[config.mk]
export PLATFORM = sky130hd
export DESIGN_NAME = serial_to_parallel_idle_rx_flat
export DESIGN_NICKNAME = d
export VERILOG_FILES = /design/src/rtl/ptos_pkg.sv /design/src/rtl/serial_to_parallel_idle_rx_if.sv /design/src/rtl/serial_to_parallel_idle_rx_com_detector.sv /design/src/rtl/serial_to_parallel_idle_rx.sv /design/src/flat_wrapper.sv
export SDC_FILE = /design/constraint.sdc
export NUM_CORES = 1
export LEC_CHECK = 0
export BUFFER_PORTS_ARGS = -buffer_cell sky130_fd_sc_hd__buf_4
export CAP_MARGIN = 10
export CORE_ASPECT_RATIO = 1.2
export CORE_MARGIN = 8
export CORE_UTILIZATION = 45
export DETAILED_ROUTE_END_ITERATION = 12
export GPL_ROUTABILITY_DRIVEN = 1
export PLACE_DENSITY = 0.65
export SYNTH_ARGS = -nofsm -noshare
export SYNTH_HDL_FRONTEND = slang
export SYNTH_SLANG_ARGS = --single-unit
[constraint.sdc]
create_clock -name clk32f -period 5 [get_ports clk32f]
set_input_delay 0.5 -clock clk32f [delete_from_list [all_inputs] [get_ports clk32f]]
set_output_delay 0.5 -clock clk32f [all_outputs]
set_load 0.005 [all_outputs]
[src/rtl/ptos_pkg.sv]
// Shared PCIe lane IDLE tx/rx definitions.
// State encoding and default symbol constants.
package ptos_pkg;

  typedef enum logic [1:0] {
    HUNT   = 2'd0,
    ALIGN  = 2'd1,
    LOCKED = 2'd2
  } rx_state_e;

  localparam logic [7:0] PTOS_COM  = 8'hBC;
  localparam logic [7:0] PTOS_IDLE = 8'h7C;

endpackage

[src/rtl/serial_to_parallel_idle_rx_if.sv]
// Serial lane in, parallel byte out bundle.
// master drives the lane bit, slave is the receiver.
interface serial_to_parallel_idle_rx_if;
  logic       in;
  logic [7:0] data_out;
  logic       valid_out;
  logic       byte_strobe;
  logic       active;

  modport master (
    output in,
    input  data_out,
    input  valid_out,
    input  byte_strobe,
    input  active
  );

  modport slave (
    input  in,
    output data_out,
    output valid_out,
    output byte_strobe,
    output active
  );
endinterface

[src/rtl/serial_to_parallel_idle_rx_com_detector.sv]
// Bit shift register and byte window compare.
// w is the byte ending with the current lane bit.
import ptos_pkg::*;

module com_detector #(
  parameter logic [7:0] COM_SYMBOL = PTOS_COM
) (
  input  logic       i_clk,
  input  logic       i_rst_n,
  input  logic       i_in,
  output logic [7:0] o_w,
  output logic       o_com_hit
);

  logic [7:0] r_sr;

  always_ff @(posedge i_clk or negedge i_rst_n) begin
    if (!i_rst_n) r_sr <= 8'h00;
    else          r_sr <= {r_sr[6:0], i_in};
  end

  assign o_w       = {r_sr[6:0], i_in};
  assign o_com_hit = (o_w == COM_SYMBOL);

endmodule

[src/rtl/serial_to_parallel_idle_rx.sv]
// Serial IDLE receiver: COM hunt, alignment lock, byte out.
// RX_LOSS_DETECT_EN adds stuck-lane loss detection.
import ptos_pkg::*;

module serial_to_parallel_idle_rx #(
  parameter logic [7:0]  COM_SYMBOL  = PTOS_COM,
  parameter logic [7:0]  IDLE_SYMBOL = PTOS_IDLE,
  parameter int unsigned LOCK_COUNT  = 4
) (
  input logic clk32f,
  input logic reset,
  serial_to_parallel_idle_rx_if.slave bus
);

  localparam logic [3:0] LC = 4'(LOCK_COUNT);

  logic [7:0] w_win;
  logic       w_com_hit;
  logic       w_bnd;
  logic       w_is_data;
  logic [3:0] w_com_nxt;

  rx_state_e  r_state;
  logic [2:0] r_bit_cnt;
  logic [3:0] r_com_cnt;
  logic [7:0] r_data;
  logic       r_valid;
  logic       r_strobe;
  logic       r_active;

  com_detector #(
    .COM_SYMBOL (COM_SYMBOL)
  ) u_det (
    .i_clk     (clk32f),
    .i_rst_n   (reset),
    .i_in      (bus.in),
    .o_w       (w_win),
    .o_com_hit (w_com_hit)
  );

  assign w_bnd     = (r_bit_cnt == 3'd7);
  assign w_com_nxt = r_com_cnt + 4'd1;
  assign w_is_data = (w_win != COM_SYMBOL) &&
                     (w_win != IDLE_SYMBOL);

`ifdef RX_LOSS_DETECT_EN
  logic [3:0] r_stuck;
  logic       w_stuck_byte;
  logic       w_loss;
  assign w_stuck_byte = (w_win == 8'h00) ||
                        (w_win == 8'hFF);
  assign w_loss = w_stuck_byte &&
                  ((r_stuck + 4'd1) == LC);

  always_ff @(posedge clk32f or negedge reset) begin
    if (!reset)
      r_stuck <= 4'd0;
    else if (r_state != LOCKED)
      r_stuck <= 4'd0;
    else if (w_bnd)
      r_stuck <= (w_stuck_byte && !w_loss) ?
                 r_stuck + 4'd1 : 4'd0;
  end
`else
  logic w_loss;
  assign w_loss = 1'b0;
`endif

  always_ff @(posedge clk32f or negedge reset) begin
    if (!reset) begin
      r_state   <= HUNT;
      r_bit_cnt <= 3'd0;
      r_com_cnt <= 4'd0;
      r_data    <= 8'h00;
      r_valid   <= 1'b0;
      r_strobe  <= 1'b0;
      r_active  <= 1'b0;
    end else begin
      r_strobe <= 1'b0;
      unique case (r_state)
        HUNT: begin
          r_valid  <= 1'b0;
          r_active <= 1'b0;
          if (w_com_hit) begin
            r_bit_cnt <= 3'd0;
            r_com_cnt <= 4'd1;
            if (LC == 4'd1) begin
              r_state  <= LOCKED;
              r_active <= 1'b1;
              r_strobe <= 1'b1;
              r_data   <= w_win;
            end else begin
              r_state <= ALIGN;
            end
          end
        end
        ALIGN: begin
          r_bit_cnt <= r_bit_cnt + 3'd1;
          if (w_bnd && w_com_hit) begin
            r_com_cnt <= w_com_nxt;
            // the locking COM is itself a strobed, non-valid byte
            if (w_com_nxt == LC) begin
              r_state  <= LOCKED;
              r_active <= 1'b1;
              r_strobe <= 1'b1;
              r_data   <= w_win;
              r_valid  <= 1'b0;
            end
          end else if (w_bnd) begin
            r_state   <= HUNT;
            r_com_cnt <= 4'd0;
          end
        end
        LOCKED: begin
          r_bit_cnt <= r_bit_cnt + 3'd1;
          if (w_bnd && w_loss) begin
            r_state   <= HUNT;
            r_active  <= 1'b0;
            r_valid   <= 1'b0;
            r_bit_cnt <= 3'd0;
            r_com_cnt <= 4'd0;
          end else if (w_bnd) begin
            r_data   <= w_win;
            r_strobe <= 1'b1;
            r_valid  <= w_is_data;
          end
        end
        default: r_state <= HUNT;
      endcase
    end
  end

  assign bus.data_out    = r_data;
  assign bus.valid_out   = r_valid;
  assign bus.byte_strobe = r_strobe;
  assign bus.active      = r_active;

endmodule

[src/flat_wrapper.sv]
// flat-port wrapper written by rule: the top's interface ports become plain ports
module serial_to_parallel_idle_rx_flat 
#(
  parameter logic [7:0]  COM_SYMBOL  = PTOS_COM,
  parameter logic [7:0]  IDLE_SYMBOL = PTOS_IDLE,
  parameter int unsigned LOCK_COUNT  = 4
)
  (clk32f, reset, bus_in, bus_data_out, bus_valid_out, bus_byte_strobe, bus_active);
  serial_to_parallel_idle_rx_if bus_i ();
  input logic clk32f;
  input logic reset;
  input wire logic [$bits(bus_i.in)-1:0] bus_in;
  output wire logic [$bits(bus_i.data_out)-1:0] bus_data_out;
  output wire logic [$bits(bus_i.valid_out)-1:0] bus_valid_out;
  output wire logic [$bits(bus_i.byte_strobe)-1:0] bus_byte_strobe;
  output wire logic [$bits(bus_i.active)-1:0] bus_active;
  assign bus_i.in = bus_in;
  assign bus_data_out = bus_i.data_out;
  assign bus_valid_out = bus_i.valid_out;
  assign bus_byte_strobe = bus_i.byte_strobe;
  assign bus_active = bus_i.active;
  serial_to_parallel_idle_rx #(.COM_SYMBOL(COM_SYMBOL), .IDLE_SYMBOL(IDLE_SYMBOL), .LOCK_COUNT(LOCK_COUNT)) u_core (.clk32f(clk32f), .reset(reset), .bus(bus_i));
endmodule
* After elaboration in Yosys (flattened, before gate mapping)
Cells that the tools add are included.
Cells by class: add/sub/neg operators 2, eq/ne operators 13, mux-type cells 26, bitwise operators 1, reductions and logical operators 14
Operators by type and width (count):
- two-way mux 8 bit | 3
- case mux 8 bit (2 select lines) | 1
- two-way mux 4 bit | 3
- AND reduction 4 bit | 3
- equality test 8 bit, second input constant | 1
- two-way mux 1 bit | 8
- two-way mux 2 bit | 4
- inequality test 2 x 1 -> 1 bit, second input constant | 4
- inequality test 8 x 7 -> 1 bit, second input constant | 1
- inequality test 8 bit, second input constant | 1
- case mux 4 bit (2 select lines) | 1
- case mux 2 bit (3 select lines) | 1
- case mux 3 bit (2 select lines) | 1
- AND reduction 3 bit | 2
- nonzero test 2 bit | 3
- adder 4 x 1 -> 4 bit, second input constant | 1
- equality test 4 x 3 -> 1 bit, second input constant | 1
- case mux 1 bit (2 select lines) | 2
- adder 3 x 1 -> 3 bit, second input constant | 1
- equality test 3 bit, second input constant | 1
- two-way mux 3 bit | 1
- inequality test 3 x 1 -> 1 bit, second input constant | 1
- inequality test 3 bit, second input constant | 1
- case mux 1 bit (3 select lines) | 1
- other kinds (8) | 9
Storage, ports and cells: flip-flop bits (word level) 27, input port bits 3, output and inout bits 11, logic and storage cells 64

* Depth between registers and ports, before layout
word-level depth 5, mapped depth 7, mapped depth without buffers 7

* Cells and area by module
Synthesis repeated with hierarchy kept, for this count alone.
Unflattened totals: cells, all modules 103, area total of the unflattened synthesis 1271.2 um^2
By module, submodules not included:
- serial_to_parallel_idle_rx | instances 1, cells an instance 92, area an instance 1063.5 um^2, seq. area each 500.5 um^2
- com_detector | instances 1, cells an instance 11, area an instance 207.7 um^2, seq. area each 175.2 um^2

* Worst setup path after synthesis
OpenSTA, ideal clock, no wires.
path kind reg2reg, start point reg u_core.r_bit_cnt[0], end point reg u_core.r_data[4], in the netlist u_core.bus.data_out[4], library setup time 0.125 ns, arrival time 1.789 ns, required time 4.875 ns, path slack 3.086 ns, stages on the path, launching flop included 8, buffers on the path 0, clock period less this slack 1.914 ns, cells stage by stage dfrtp_1 -> ha_1 -> ha_1 -> inv_2 -> or3_4 -> a21oi_4 -> o21ai_4 -> mux2_4
Between the ends: word-level cells in the longest chain between the ends 4, elaborated cells on any way between the ends 5, classes of those cells eq/ne: 3; reduce/logical: 2
RTL lines:
- start: declaration | RTL line serial_to_parallel_idle_rx.sv:24 | logic [2:0] r_bit_cnt;
- start signal: assignment | RTL line serial_to_parallel_idle_rx.sv:98 | r_bit_cnt <= r_bit_cnt + 3'd1;
- start signal: assignment | RTL line serial_to_parallel_idle_rx.sv:115 | r_bit_cnt <= r_bit_cnt + 3'd1;
- equality test 3 bit * | RTL line serial_to_parallel_idle_rx.sv:41 | assign w_bnd = (r_bit_cnt == 3'd7);
- logical AND 1 bit | RTL line serial_to_parallel_idle_rx.sv:99 | if (w_bnd && w_com_hit) begin
- inequality test 2 x 1 -> 1 bit (no line)
- AND reduction 4 bit (no line) *
- end signal: assignment | RTL line serial_to_parallel_idle_rx.sv:91 | r_data <= w_win;
- end signal: assignment | RTL line serial_to_parallel_idle_rx.sv:106 | r_data <= w_win;
- end signal: assignment | RTL line serial_to_parallel_idle_rx.sv:123 | r_data <= w_win;
- end: declaration | RTL line serial_to_parallel_idle_rx.sv:26 | logic [7:0] r_data;
Every way passes the cells marked *; elsewhere a longest branch is shown, timed or not. A chain may end at the register's enable or synchronous reset.

* Final worst setup path
start point reg u_core.r_bit_cnt[0], end point reg u_core.r_data[5], in the netlist u_core.bus.data_out[5]
Same word-level chain as after synthesis.

==> Flow_metrics.wiki <==
{| class="wikitable"
! Metric !! Value
|-
| H-tree depth reported by CTS || 1
|-
| Number of warning messages in the yosys log || 0
|-
| Measured slew at the worst slew-check pin || 0.388 ns
|-
| Class of the worst hold path || in -> async
|-
| Top-area cell type share of the netlist area || 0.501
|-
| Vias in the first global route || 928
|-
| Final Skew || 0.00832 ns
|-
| Ordered list of cells on the worst path || ha_1 > ha_1 > inv_2 > or3_4 > a21oi_4 > o21ai_4 > mux2_4
|-
| Grt total ovfl || 0
|-
| Final HPWL DP || 1790 um
|-
| # port buffers || 13
|-
| Post-CTS setup buffer count || 0
|-
| Most frequent cell on the critical path || ha_1
|-
| Inserted Clock Buffers || 3
|-
| Clock tree from TritonCTS || yes
|-
| Number of placed I/O pins || 14
|-
| Number of hold violations in the final report || 0
|-
| Peak Freq || 472 MHz
|-
| Syn Inst Count || 108
|-
| Top cells by instance count after synthesis || dfrtp_1, a21oi_1, ha_1, nand2_1, mux2_4
|-
| Number of nets at the end of the flow || 136
|-
| Num Clock Sinks || 27
|-
| Antenna violations before repair || 0
|-
| Setup slack of the worst register-to-register path || 2.88 ns
|-
| Final Critical Period || 2.12 ns
|-
| Required time of the worst setup path || 5.22 ns
|-
| Worst path arrival time || 2.34 ns
|-
| Drt pass-1 iters || 4
|-
| Die outline width || 66.0 um
|-
| Detailed router's first-iteration violation count || 32
|-
| Dominant register cell in the synthesized netlist || dfrtp_1
|-
| Number of synthesized register bits || 27
|-
| Largest fanout on the critical path || 8
|-
| Origin of the critical flop-to-flop path || u_core.r_bit_cnt[0]$_DFFE_PN0P_
|-
| Max transition margin || 0.741
|-
| Placer congestion estimate || 0.954
|-
| Mapped Avg Cell Area || 12.5 um2
|-
| Skew-Pair Late Insertion Delay || 0.32 ns
|-
| Signed area change from the synthesized netlist to the final layout || 12.3%
|-
| Combined flip-flop and latch cell area || 676 um2
|-
| P_leak || 0.689 nW
|-
| TNS Setup || 0 ns
|-
| Post-route antenna net violation count || 0
|-
| R2R depth || 7
|-
| Maximum number of pins on one net before global-route repair || 28
|-
| Final-report max-slew violation count || 0
|-
| CP max stage cell || or3_4
|-
| Cell area after synthesis || 1350 um2
|-
| Clock-pin slew on the worst setup and hold paths || 0.15 ns
|-
| Worst slack on hold paths || 0.0523 ns
|-
| DRT Wirelength || 2380 um
|-
| Total global routing track utilization || 0.104
|-
| Fraction of layout instances using a drive strength above 1 || 0.274
|-
| WP buf/inv || 1
|-
| Critical Path End Type || flip-flop
|-
| Starting density of the core || 0.475
|-
| Number of core rows || 21
|-
| Total of fill cells in the finished design || 251
|-
| Routed wirelength normalized by instance count || 15.0 um
|-
| Path type of the worst setup path || reg -> reg
|-
| Crit share post-route || 0.423
|-
| Number of vias in the routed layout || 893
|-
| Cts repair resizes || 0
|-
| Wire length of the first global-routing pass || 4260 um
|-
| Final setup vio count || 0
|-
| Core ar. || 2840 um2
|-
| Count of cell types in the netlist || 37
|-
| Die Height || 76.0 um
|-
| Dominant cell type by area after synthesis || dfrtp_1
|-
| Cell at the root of the clock tree || clkbuf_4
|-
| # DRC || 0
|-
| Area taken by multi-input logic gates || 647 um2
|-
| Pwr Density || 477 nW/um2
|-
| Fraction of the yosys area taken by sequential cells || 0.501
|-
| Leading cell type by number of instances after synthesis || dfrtp_1
|-
| Peak supply drop || 0.000240 V
|-
| Hold_buf cts || 0
|-
| Max-Cap Viols || 0
|-
| Setup repair after global routing missed its margin || false
|-
| Count of flip-flops with a built-in enable after synthesis || 0
|-
| Top cell family by delay on the critical path || adder cells
|-
| Startpoint type of the worst setup path || flip-flop
|-
| Critical R2R Capture || u_core.bus.data_out[5]$_DFFE_PN0P_
|-
| Result of the run || finished clean
|-
| Syn Nets || 119
|-
| Highest cell delay on the worst timing path || 0.43 ns
|-
| Number of vias per cell after detailed routing || 5.65
|-
| Max Buffers Root-to-Sink || 2
|-
| Number of antenna cells inserted || 0
|-
| Top cells by area, synth || dfrtp_1, mux2_4, ha_1
|-
| Share of flip-flops with an asynchronous set or reset after synthesis || 1.00
|-
| Floorplan die area || 5010 um2
|}
==> worst max-delay path by stage <==
| stage | start | to | slack, ns | depth (start not counted) |
|---|---|---|---|---|
| after floorplan | u_core.r_bit_cnt[0]$_DFFE_PN0P_ | u_core.bus.data_out[4]$_DFFE_PN0P_ | 3.09 | 7 |
| after global placement | u_core.r_bit_cnt[0]$_DFFE_PN0P_ | u_core.bus.data_out[7]$_DFFE_PN0P_ | 2.95 | 7 |
| after detailed placement | u_core.r_bit_cnt[0]$_DFFE_PN0P_ | u_core.bus.data_out[4]$_DFFE_PN0P_ | 2.91 | 7 |
| after CTS | u_core.r_bit_cnt[0]$_DFFE_PN0P_ | u_core.bus.data_out[5]$_DFFE_PN0P_ | 2.87 | 7 |
| after global routing | u_core.r_bit_cnt[0]$_DFFE_PN0P_ | u_core.bus.data_out[4]$_DFFE_PN0P_ | 2.73 | 7 |
| final | u_core.r_bit_cnt[0]$_DFFE_PN0P_ | u_core.bus.data_out[5]$_DFFE_PN0P_ | 2.88 | 7 |
==> flip-flops by register name, indices dropped and copies added (netlist names) <==
register                flops
u_core.bus.active           1
u_core.bus.byte_strobe      1
u_core.bus.data_out         8
u_core.bus.valid_out        1
u_core.r_bit_cnt            3
u_core.r_com_cnt            4
u_core.r_state              2
u_core.u_det.r_sr           7
==> cells in the final DEF (no fill, tap or decap), drive strengths merged <==
cell type and count:
dfrtp 27, o21ai 8, mux2i 1, nand2 8, or2 1, nand4bb 1
a221oi 1, nand3 3, and3 1, o31ai 1, inv 6, nor3 1
a22oi 1, nor2 6, buf 13, clkbuf 3, a32o 1, xor2 1
a22o 3, a211o 1, o2bb2ai 1, or3 1, ha 8, nand2b 1
mux2 9, and2 1, nor4 1, clkinvlp 1, a31oi 1, o21bai 1
nand4b 1, o2111ai 1, a21oi 9
==> per-layer routing <==
metal / wire [um] / GRT usage
met4: 15 / 0.0385
met2: 1230 / 0.173
met1: 1040 / 0.125
met3: 86 / 0.0250
met5: 0 / 0
==> worst register-to-register path, delay by kind of cell, from the launching register on <==
| kind | cells | cell delay [ns] |
|---|---|---|
| muxes | 1 | 0.33 |
| AOI/OAI and AO/OA | 2 | 0.32 |
| buffers and inverters | 1 | 0.11 |
| DFF | 1 | 0.39 |
| adders and majority gates | 2 | 0.43 |
| and+or+nand+nor | 1 | 0.43 |
==> per-stage QoR <==
stage / cell area, um2 / util / std cells / setup slack, ns / power [mW]
3_3_place_gp: 1490 / 0.523 / 154 / 2.95 / 0.626
3_5_place_dp: 1490 / 0.523 / 154 / 2.91 / 0.637
6_report: 1520 / 0.534 / 158 / 2.88 / 0.723
2_1_floorplan: 1350 / - / 108 / 3.09 / 0.530
5_1_grt: 1520 / 0.534 / 158 / 2.73 / 0.774
4_1_cts: 1520 / 0.534 / 158 / 2.87 / 0.733
==> cells by family (layout without fill, tap and decap cells) <==
family	count (synthesis)	in the layout	share of synthesized area
compound gates	29	29	0.172
xor+xnor	1	1	0.00649
fa+ha+maj	8	8	0.0742
buf+inv	7	23	0.0195
flops	27	27	0.501
mux	10	10	0.102
simple gates	26	26	0.125
==> area by class of cell <==
type	count	share of cell area
well taps	34	0.0281
repair buffers	13	0.0644
clock inverters	1	0.00495
flip-flops and latches	27	0.446
inverters	6	0.0149
multi-input cells	74	0.427
clock buffers	3	0.0149
==> power by group <==
| group | switching [mW] | leakage (nW) | internal (mW) | total, mW |
|---|---|---|---|---|
| clock network | 0.0637 | 0.0139 | 0.0305 | 0.0943 |
| logic | 0.140 | 0.344 | 0.172 | 0.312 |
| registers | 0.0421 | 0.331 | 0.275 | 0.317 |
| total | 0.246 | 0.689 | 0.477 | 0.723 |
No activity file was read; power rests on OpenSTA's default activity.
